## src/rtl/zone_pump_arbiter.sv

```systemverilog
// -----------------------------------------------------------------------------
// zone_pump_arbiter
// Shares one irrigation pump between up to four zones. A round-robin arbiter
// grants one valve at a time. A grant ends when the owner releases its request,
// when inhibit is raised, or after MAX_RUN cycles. Every grant is followed by a
// fixed dead time of GAP cycles before the next arbitration.
//
// Ports
//   clk           : clock, all state updates on the rising edge
//   rst_n         : asynchronous active-low reset
//   req           : per-zone water request (level, held while demand persists)
//   inhibit       : rain/maintenance lockout; blocks new grants, aborts a run
//   grant         : registered valve enables, one-hot or zero
//   grant_id      : registered index of the granted zone, held while idle
//   pump_on       : registered, high exactly when grant is nonzero
//   timeout_pulse : one-cycle pulse in the first GAP cycle after a MAX_RUN cut
//   busy          : high whenever the FSM is in RUN or GAP
// -----------------------------------------------------------------------------
module zone_pump_arbiter #(
    parameter int unsigned NUM_ZONES = 4,
    parameter int unsigned MAX_RUN   = 200,
    parameter int unsigned GAP       = 3
) (
    input  logic                 clk,
    input  logic                 rst_n,
    input  logic [NUM_ZONES-1:0] req,
    input  logic                 inhibit,
    output logic [NUM_ZONES-1:0] grant,
    output logic [1:0]           grant_id,
    output logic                 pump_on,
    output logic                 timeout_pulse,
    output logic                 busy
);

    localparam int unsigned CNT_W = 8;
    localparam int unsigned GAP_W = 4;
    localparam int unsigned ID_W  = 2;
    localparam int unsigned REQ_W = 4;

    typedef enum logic [1:0] {
        ST_IDLE = 2'd0,
        ST_RUN  = 2'd1,
        ST_GAP  = 2'd2
    } state_e;

    state_e               state_q;
    logic [NUM_ZONES-1:0] grant_q;
    logic [ID_W-1:0]      grant_id_q;
    logic [ID_W-1:0]      last_q;
    logic [CNT_W-1:0]     run_cnt_q;
    logic [GAP_W-1:0]     gap_cnt_q;
    logic                 pump_q;
    logic                 timeout_q;
    logic                 busy_q;

    // Arbitration signals (combinational, consumed only by the register block)
    logic [REQ_W-1:0] req_ext;
    logic [REQ_W-1:0] onehot_d;
    logic [ID_W-1:0]  winner_d;
    logic [ID_W:0]    cand;
    logic             found_d;
    logic             own_req;
    logic             run_done;

    // Round-robin search starting one past the most recently granted zone.
    // req is zero-extended so non-existent zones can never win.
    always_comb begin
        req_ext  = REQ_W'(req);
        winner_d = last_q;
        found_d  = 1'b0;
        cand     = '0;
        for (int unsigned k = 1; k <= NUM_ZONES; k++) begin
            cand = {1'b0, last_q} + (ID_W + 1)'(k);
            if (cand >= (ID_W + 1)'(NUM_ZONES)) begin
                cand = cand - (ID_W + 1)'(NUM_ZONES);
            end
            if (!found_d && req_ext[ID_W'(cand)]) begin
                found_d  = 1'b1;
                winner_d = ID_W'(cand);
            end
        end
        onehot_d = REQ_W'(1) << winner_d;
        own_req  = req_ext[grant_id_q];
        run_done = (run_cnt_q == CNT_W'(MAX_RUN));
    end

    // Arbiter FSM with registered outputs
    always_ff @(posedge clk or negedge rst_n) begin
        if (!rst_n) begin
            state_q    <= ST_IDLE;
            grant_q    <= '0;
            grant_id_q <= '0;
            last_q     <= ID_W'(NUM_ZONES - 1);
            run_cnt_q  <= '0;
            gap_cnt_q  <= '0;
            pump_q     <= 1'b0;
            timeout_q  <= 1'b0;
            busy_q     <= 1'b0;
        end else begin
            timeout_q <= 1'b0;
            case (state_q)
                ST_IDLE: begin
                    if (!inhibit && found_d) begin
                        state_q    <= ST_RUN;
                        grant_q    <= NUM_ZONES'(onehot_d);
                        grant_id_q <= winner_d;
                        last_q     <= winner_d;
                        pump_q     <= 1'b1;
                        busy_q     <= 1'b1;
                        run_cnt_q  <= CNT_W'(1);
                    end
                end
                ST_RUN: begin
                    // Release, inhibit and timeout collapse into one exit; the
                    // pulse flags only a genuine MAX_RUN cut.
                    if (!own_req || inhibit || run_done) begin
                        state_q   <= ST_GAP;
                        grant_q   <= '0;
                        pump_q    <= 1'b0;
                        timeout_q <= own_req && !inhibit && run_done;
                        gap_cnt_q <= GAP_W'(1);
                    end else begin
                        run_cnt_q <= run_cnt_q + CNT_W'(1);
                    end
                end
                ST_GAP: begin
                    // Dead time is fixed; requests and inhibit are ignored here
                    if (gap_cnt_q == GAP_W'(GAP)) begin
                        state_q <= ST_IDLE;
                        busy_q  <= 1'b0;
                    end else begin
                        gap_cnt_q <= gap_cnt_q + GAP_W'(1);
                    end
                end
                default: begin
                    state_q <= ST_IDLE;
                    grant_q <= '0;
                    pump_q  <= 1'b0;
                    busy_q  <= 1'b0;
                end
            endcase
        end
    end

    assign grant         = grant_q;
    assign grant_id      = grant_id_q;
    assign pump_on       = pump_q;
    assign timeout_pulse = timeout_q;
    assign busy          = busy_q;

endmodule
```

## config.mk

```make
export PLATFORM = sky130hd
export DESIGN_NAME = zone_pump_arbiter
export DESIGN_NICKNAME = d
export VERILOG_FILES = /design/src/rtl/zone_pump_arbiter.sv
export SDC_FILE = /design/constraint.sdc
export NUM_CORES = 1
export LEC_CHECK = 0
export CAP_MARGIN = 20
export CORE_ASPECT_RATIO = 0.9
export CORE_MARGIN = 2
export CORE_UTILIZATION = 58
export DETAILED_ROUTE_END_ITERATION = 10
export PLACE_DENSITY = 0.91
export SYNTH_ARGS = -nofsm -noshare
export SYNTH_HDL_FRONTEND = slang
export SYNTH_SLANG_ARGS = --single-unit
```

## constraint.sdc

```tcl
create_clock -name clk -period 3.7 [get_ports clk]
set_input_delay 0.555 -clock clk [delete_from_list [all_inputs] [get_ports clk]]
set_output_delay 0.555 -clock clk [all_outputs]
set_load 0.01 [all_outputs]
```

==> results.md, run 1 <==
- WS Path Type: in2reg
- First-pass GRT wire length: 4.843 mm
- Slew headroom: 57.07%
- Final Hold Fails: 0
- Hold_buf cts: 0
- Worst-path maximum fanout: 7
- Post-Layout Cell Count: 182
- Antenna-violating nets left: 0
- Design area: 1570 um2
- Power Density: 684.3 nW/um2
- Clock skew: 0.01149 ns
- Post-CTS setup repair buffer count: 0
- Final setup TNS: 0 ns
- Critical path capture point type: register
- Flops & latches, synth: 25
- Status: finished, final reports clean
- DR vias: 1158
- Leak pwr: 0.6855 nW
- Mean area per synthesized cell: 9.719 um2
- Post-synth EDFFs: 0
- Initial Util: 61.47%
- Synth Instances: 138
- Yosys cell types: 40
- Final setup violation count: 0
- Max incr delay on CP: 0.60 ns
- Req. time, crit path: 3.90 ns
- Port Buf Inserts: 15
- # nets final: 166
- CP Cell Sequence: clkdlybuf4s50_1, mux4_2, nand2_1, nor2_1, o31ai_1
- Seq/Total Area, Yosys: 46.83%
- Max Transition Viols Final: 0
- Core outline area: 2182 um2
- Placed insts: 177
- Synthesized Nets: 148
- Largest cells by area after synthesis: dfrtp_1 (43%), nor2_1 (5.3%), a21oi_1 (4.9%), dfstp_2 (3.9%), xor2_1 (3.3%)
- Vias in the first global route: 1085
- Skew-Pair Late Insertion Delay: 0.31 ns
- Number of core rows: 16
- Min cycle time layout: 2.039 ns
- Hold crit path type: reg2reg
- TritonCTS clock tree: built
- Ant diodes: 0
- Post-synth top area share: 42.91%
- Clock root cell: clkbuf_4
- CP startpoint kind: input port
- CTS Buf Count: 3
- Synth-to-layout area growth: 17.07%
- Gr ovfl total: 0
- Reg-to-reg setup timing slack: 1.83 ns
- Most frequent cell after synthesis: dfrtp_1
- Layout cell share with drive strength beyond 1: 10.32%
- Worst Tran Pin Value: 0.6396 ns
- Resized cells post-CTS: 0
- CP Data Arrival Time: 2.24 ns
- MaxCap Viol Count: 0
- WL/cell: 15.49 um
- Ys async rst share: 100.0%
- GPL Wtd Cong: 0.8823
- Chip Height: 49.62 um
- Fmax: 490.5 MHz
- Total Power: 1.074 mW
- Residual DRC: 0
- Dominant cell type by area after synthesis: dfrtp_1
- Clock sink count: 25
- Hpwl dp: 2.105 mm
- Die X: 54.69 um
- DR pass1 iterations: 4
- Gr usage total: 24.27%
- Largest net degree at the start of global routing: 26
- Final wirelength: 2.820 mm
- Area after DPL: 1516 um2
- CTS max path bufs: 2
- Drt via density: 6.363
- Post-Syn Area: 1341 um2
- Die area: 2714 um2
- Peak VDD IR: 0.0005248 V
- Clock slew at reported path FFs: 0.13 ns
- Initial antenna violation count: 0
- Top_reg_cell synth: dfrtp_1
- RSZ-0062 raised after global routing: false
- Yosys warning count: 0
- Top-level I/O count: 16
- Post-synth top cells: dfrtp_1 (23), nor2_1 (19), a21oi_1 (13), nand2_1 (8), inv_1 (7)
- CP max-delay cell: mux4_2
- H-Tree Depth: 1
- Initial DRC count: 45
- Fin crit share: 55.10%
## layout make-up
type	instances	area (um2)
Clock buffer	4	26.28
Fill cell	158	611.8
Inverter	7	26.28
Multi-Input combinational cell	102	670.6
Sequential cell	25	628.1
Tap cell	27	33.78
Timing Repair Buffer	17	185.2
## cells in the final DEF (no fill, tap or decap), types with 2 or more instances in the layout
cell / count
a211oi_1: 2
a21oi_1: 13
a311oi_1: 2
a32o_1: 4
and3_1: 4
clkbuf_4: 3
clkdlybuf4s50_1: 15
dfrtp_1: 23
dfstp_2: 2
ha_1: 3
inv_1: 7
mux2_2: 2
nand2_1: 8
nand2b_1: 3
nand3_1: 3
nand4_1: 4
nor2_1: 19
nor3_1: 2
nor4_2: 2
o21ai_0: 5
o22ai_1: 2
or2_2: 2
xor2_1: 5
## critical path, delay by kind of cell
family	cells	cell delay (ns)
AOI/OAI and AO/OA	1	0.29
muxes	1	0.60
and+or+nand+nor	2	0.28
buffers and inverters	1	0.51
## cell families (layout without fill, tap and decap cells)
kind of cell | Yosys count | after routing | share of synthesized area [%]
AND/OR/NAND/NOR | 56 | 56 | 22.95
AO/OA/AOI/OAI | 35 | 35 | 17.63
flip-flops | 25 | 25 | 46.83
buffers and inverters | 11 | 28 | 3.172
XOR/XNOR | 5 | 5 | 3.265
adder cells (fa/ha/maj) | 3 | 3 | 2.799
multiplexers | 3 | 3 | 3.358
## final timing paths
| kind | endpoint | from | cells past startpoint |
|---|---|---|---|
| min in group asynchronous | gap_cnt_q[3] | rst_n | 1 |
| min reg2reg | grant[3] | grant[3] | 1 |
| max reg2reg | gap_cnt_q[0] | state_q[0] | 4 |
| max in group asynchronous | last_q[0] | rst_n | 2 |
| min | grant[3] | grant[3] | 1 |
| max | run_cnt_q[1] | req[3] | 5 |
## through the flow
| step | hold WS (ns) | util (%) | setup WS (ns) |
|---|---|---|---|
| finish | 0.5213 | 71.96 | 1.661 |
| global route | 0.5421 | 71.96 | 1.554 |
| CTS | 0.5303 | 70.70 | 1.695 |
| detailed placement | 0.5015 | 69.50 | 1.345 |
| global placement | 0.4866 | 69.50 | 1.425 |
| floorplan | 0.2594 | - | 2.010 |
## per-layer routing
layer,track usage [%],routed length (um)
met5,0,0
met4,6.667,42
met3,7.879,160
met1,32.60,1247
met2,37.10,1370
## power by group
| part | internal, mW | switching, mW | leakage, nW |
|---|---|---|---|
| Clock | 0.0421 | 0.0729 | 0.0150 |
| Combinational | 0.245 | 0.244 | 0.352 |
| Sequential | 0.367 | 0.104 | 0.318 |
| Total | 0.654 | 0.421 | 0.686 |
## flip-flops by register name (all words and copies together), names as in the netlist
| name | cells |
|---|---|
| grant_id | 2 |
| last_q | 2 |
| state_q | 2 |
| timeout_pulse | 1 |
| busy | 1 |
| run_cnt_q | 8 |
| pump_on | 1 |
| grant | 4 |
| gap_cnt_q | 4 |
No activity file was read; power rests on OpenSTA's default activity.
==> run 2, diff against run 1 <==
CORE_UTILIZATION = 49   (was 58)
PLACE_DENSITY = 0.83   (was 0.91)
clock period = 1.6 ns   (was 3.7 ns; I/O delays follow)
==> run 2 against run 1 <==
  * Register-to-register slack worse by 1.8 ns
  * The run now ends with negative setup slack left
  * Non-clock buffer count up 23
  * Total power rose to 2.6 times the previous value
==> results.md, run 2 (synthesized netlist as in run 1, its figures left out) <==
- Hold crit path type: in2async
- RSZ-0062 raised after global routing: true
- Power Density: 1603 nW/um2
- TritonCTS clock tree: built
- Top-level I/O count: 16
- Min cycle time layout: 1.603 ns
- Total Power: 2.845 mW
- Final wirelength: 3.190 mm
- Leak pwr: 0.7991 nW
- Gr ovfl total: 0
- Largest register FFs: 8
- Clock slew at reported path FFs: 0.16 ns
- # nets final: 189
- CP startpoint kind: register
- Hold slack: 0.2449 ns
- Most flops, register: run_cnt_q
- Post-CTS setup repair buffer count: 0
- Fin crit share: 100.2%
- Residual DRC: 0
- Die X: 59.15 um
- DR vias: 1248
- Most frequent cells in the layout: buf_4 (25), dfrtp_1 (23), nor2_1 (17), clkdlybuf4s50_1 (15), a21oi_1 (13)
- Antenna-violating nets left: 0
- GPL Wtd Cong: 0.8388
- WS Path Type: reg2reg
- Layout cell share with drive strength beyond 1: 27.53%
- Slew headroom: 75.42%
- Core outline area: 2531 um2
- Hpwl dp: 2.313 mm
- Clock root cell: clkbuf_4
- Peak VDD IR: 0.001175 V
- Skew-Pair Late Insertion Delay: 0.33 ns
- Clock skew: 0.02014 ns
- Port Buf Inserts: 15
- Number of core rows: 17
- Synth-to-layout area growth: 32.28%
- Design area: 1774 um2
- Area after DPL: 1714 um2
- Fmax: 623.6 MHz
- Reg-to-reg setup timing slack: -0.003 ns
- Final setup margin: -0.003497 ns
- Die area: 3173 um2
- Ant diodes: 0
- CTS max path bufs: 2
- Final setup violation count: 1
- First-pass GRT wire length: 5.354 mm
- Reg2reg end: run_cnt_q[2]
- MaxCap Viol Count: 0
- Vias in the first global route: 1246
- CP Data Arrival Time: 1.86 ns
- Initial antenna violation count: 0
- Initial DRC count: 53
- R2R depth: 4
- Commonest non-fill, non-tap cell in the layout: buf_4
- DR pass1 iterations: 4
- Violated checks: negative setup slack
- Worst Tran Pin Value: 0.3664 ns
- Largest net degree at the start of global routing: 26
- Gr usage total: 22.40%
- Drt via density: 6.058
- Critical path capture point type: register
- Final Hold Fails: 0
- CTS Buf Count: 3
- H-Tree Depth: 1
- Hold_buf cts: 0
- Chip Height: 53.64 um
- Status: finished, violations left
- Reg2reg start: grant_id[0]
- Max Transition Viols Final: 0
- Initial Util: 52.99%
- Worst-path maximum fanout: 5
- WL/cell: 15.49 um
- Clock sink count: 25
- Req. time, crit path: 1.86 ns
run 2: cell types whose count changed in the layout (fill, tap and decap cells not counted), moves of 2 or more:
| cell | before | now |
|---|---|---|
| buf_4 | 1 | 25 |
| nor2_1 | 19 | 17 |
| a311oi_1 | 2 | 0 |
| a311oi_2 | 0 | 2 |
| nor2_2 | 0 | 2 |
run 2: repair_timing:
action / in CTS / in global routing
pin swaps: 1 / 3
endpoints found under the setup margin: 5 / 15
resized for setup: 2 / 4
endpoints found under the hold margin: 0 / 0
run 2: per-stage QoR:
step,util [%],setup slack (ns),setup TNS [ns],cells
finish,70.09,-0.003497,-0.003497,206
global route,70.09,-0.07928,-0.3301,206
detailed placement,67.72,-0.3174,-4.618,202
CTS,69.40,-0.002380,-0.002380,206
floorplan,-,0.003614,0,138
global placement,67.72,-0.2338,-3.724,202
run 2: worst max-delay path by stage:
stage	start	endpoint	depth (start not counted)
final	grant_id[0]	run_cnt_q[2]	4
after global routing	grant_id[0]	run_cnt_q[2]	4
after CTS	grant_id[0]	run_cnt_q[2]	4
after detailed placement	req[0]	run_cnt_q[2]	8
after global placement	req[0]	run_cnt_q[2]	8
after floorplan	grant_id[0]	run_cnt_q[2]	4
run 2: area by class of cell:
type / instances / area, um2
sequential: 25 / 628.1
multi-input combinational: 102 / 716.9
timing repair buffer: 40 / 337.8
tap: 28 / 35.03
fill: 178 / 757.0
inverter: 7 / 26.28
clock inverter: 1 / 7.507
clock buffer: 3 / 22.52
run 2: worst max-delay path, stage by stage, from the launching register on:
cell and delay (ns):
dfrtp_1 0.42, mux4_2 0.55, and2_4 0.19, a311oi_2 0.25, a31o_1 0.14
run 2: metal layers:
layer / up-vias / track usage [%] / part of all wire, %
met3: 8 / 2.163 / 4.1
met4: 0 / 9.848 / 1.8
met2: 43 / 40.37 / 51
li1: 582 / - / -
met1: 615 / 27.41 / 43
met5: - / 0 / 0
run 2: where the power goes:
group          internal, mW  switching, mW  total (mW)  leakage (nW)
sequential            0.848          0.155        1.00         0.318
combinational         0.798          0.751        1.55         0.467
clock                0.0954          0.197       0.293        0.0139
total                  1.74           1.10        2.84         0.799
==> run 3, diff against run 2 <==
CTS_CLUSTER_SIZE = 25   (was not set)
SKIP_LAST_GASP = 1   (was not set)
==> run 3 against run 2 <==
  * Combinational power is essentially flat
  * Largest cell class unchanged
  * Sequential cell count did not move
  * Non-clock buffer count is the same
  * Worst hold slack lost 0.00057 ns
  * The run still ends with negative setup slack left
  * Critical path depth unchanged
==> results.md, run 3 (synthesized netlist as in run 1, its figures left out) <==
- Most flops, register: run_cnt_q
- WL/cell: 15.81 um
- Power Density: 1597 nW/um2
- Placed insts: 202
- Drt via density: 5.966
- WS Path Type: reg2reg
- Gr ovfl total: 0
- Skew-Pair Late Insertion Delay: 0.33 ns
- Ant diodes: 0
- Multi-input gate area: 719.4 um2
- Post-Layout Cell Count: 206
- Global route hottest layer: met2
- Antenna-violating nets left: 0
- GR Layer Usage met1: 27.41%
- CTS Buf Count: 3
- Filler cell count in the final layout: 178
- MaxCap Viol Count: 0
- Worst-path maximum fanout: 5
- Largest net degree at the start of global routing: 26
- Commonest non-fill, non-tap cell in the layout: buf_4
- Number of core rows: 17
- GPL Wtd Cong: 0.8388
- DR vias: 1229
- Final wirelength: 3.256 mm
- Clock root cell: clkbuf_4
- TritonCTS clock tree: built
- Clock slew at reported path FFs: 0.16 ns
- Core outline area: 2531 um2
- Reg-to-reg setup timing slack: -0.07 ns
- Clock skew: 0.02104 ns
- Initial antenna violation count: 0
- Hold crit path type: in2async
- CP startpoint kind: register
- DR pass1 iterations: 4
- CP Data Arrival Time: 1.93 ns
- Fmax: 597.1 MHz
- Met2 Usage GRT: 40.37%
- Synth-to-layout area growth: 32.46%
- CTS max path bufs: 2
- R2R depth: 4
- FF/Latch Area: 628.1 um2
- Most frequent cells in the layout: buf_4 (25), dfrtp_1 (23), nor2_1 (17), clkdlybuf4s50_1 (15), a21oi_1 (13)
- Core Util, Final: 70.19%
- # nets final: 189
- Max Transition Viols Final: 0
- H-Tree Depth: 1
- RSZ-0062 raised after global routing: true
- Chip Height: 53.64 um
- Top-level I/O count: 16
- Hold_buf cts: 0
- Peak VDD IR: 0.001156 V
- Largest register FFs: 8
- Fin crit share: 104.7%
- Vias in the first global route: 1246
- Layout cell share with drive strength beyond 1: 28.09%
- Port Buf Inserts: 15
- Hpwl dp: 2.313 mm
- Total Power: 2.838 mW
- Final setup violation count: 1
- Clock sink count: 25
- Req. time, crit path: 1.85 ns
- Status: finished, violations left
- Violated checks: negative setup slack
- Met3 global-route usage: 2.163%
- Final setup margin: -0.07484 ns
- Die area: 3173 um2
- First-pass GRT wire length: 5.354 mm
- Die X: 59.15 um
- Worst Tran Pin Value: 0.3732 ns
- Gr usage total: 22.40%
- Residual DRC: 0
- Critical path capture point type: register
- Initial DRC count: 45
- Final setup TNS: -0.07484 ns
- Setup slack at placement: -0.3174 ns
- Min cycle time layout: 1.675 ns
- Initial Util: 52.99%
- Leak pwr: 0.7997 nW
- Final Hold Fails: 0
- Slew headroom: 74.97%
## run 3: cell counts in the layout (fill, tap and decap cells not counted)
Identical to the previous run, type by type.
## run 3: area by class of cell
class                      count  area share [%]
multi-input combinational    102           40.49
sequential                    25           35.35
timing repair buffer          40           19.01
tap                           28           1.972
inverter                       7           1.479
clock buffer                   3           1.268
clock inverter                 1          0.4225
## run 3: report_power, final
group,switching (mW),internal (mW)
registers,0.154,0.848
logic,0.748,0.791
clock network,0.201,0.0956
## run 3: per-stage QoR
stage | cell area, um2 | hold slack [ns]
after global routing | 1777 | 0.2822
after floorplan | 1358 | -0.05559
final | 1777 | 0.2443
after detailed placement | 1714 | 0.4875
after CTS | 1757 | 0.2578
after global placement | 1714 | 0.4774
## run 3: worst max-delay path, stage by stage, from the launching register on
cell      delay, ns
dfrtp_1        0.42
mux4_2         0.55
and2_4         0.18
a311oi_2       0.29
a31o_1         0.17
## run 3: per-layer routing
layer | wire [um] | vias to the layer above
met4 | 99 | 0
met5 | 0 | -
met3 | 98 | 13
met1 | 1417 | 602
li1 | - | 584
met2 | 1640 | 30
## run 3: worst paths after layout
path                        startpoint           end
max                        grant_id[0]  run_cnt_q[2]
min                              rst_n      grant[0]
max reg2reg                grant_id[0]  run_cnt_q[2]
min reg2reg                   grant[2]      grant[2]
max in group asynchronous        rst_n     last_q[1]
min in group clk              grant[2]      grant[2]
## run 3: timing repair
item / in CTS / in global routing
pin swaps: 0 / 3
buffers inserted: 0 / 0
resized for setup: 2 / 5
setup endpoints to repair: 5 / 15
endpoints found under the hold margin: 0 / 0
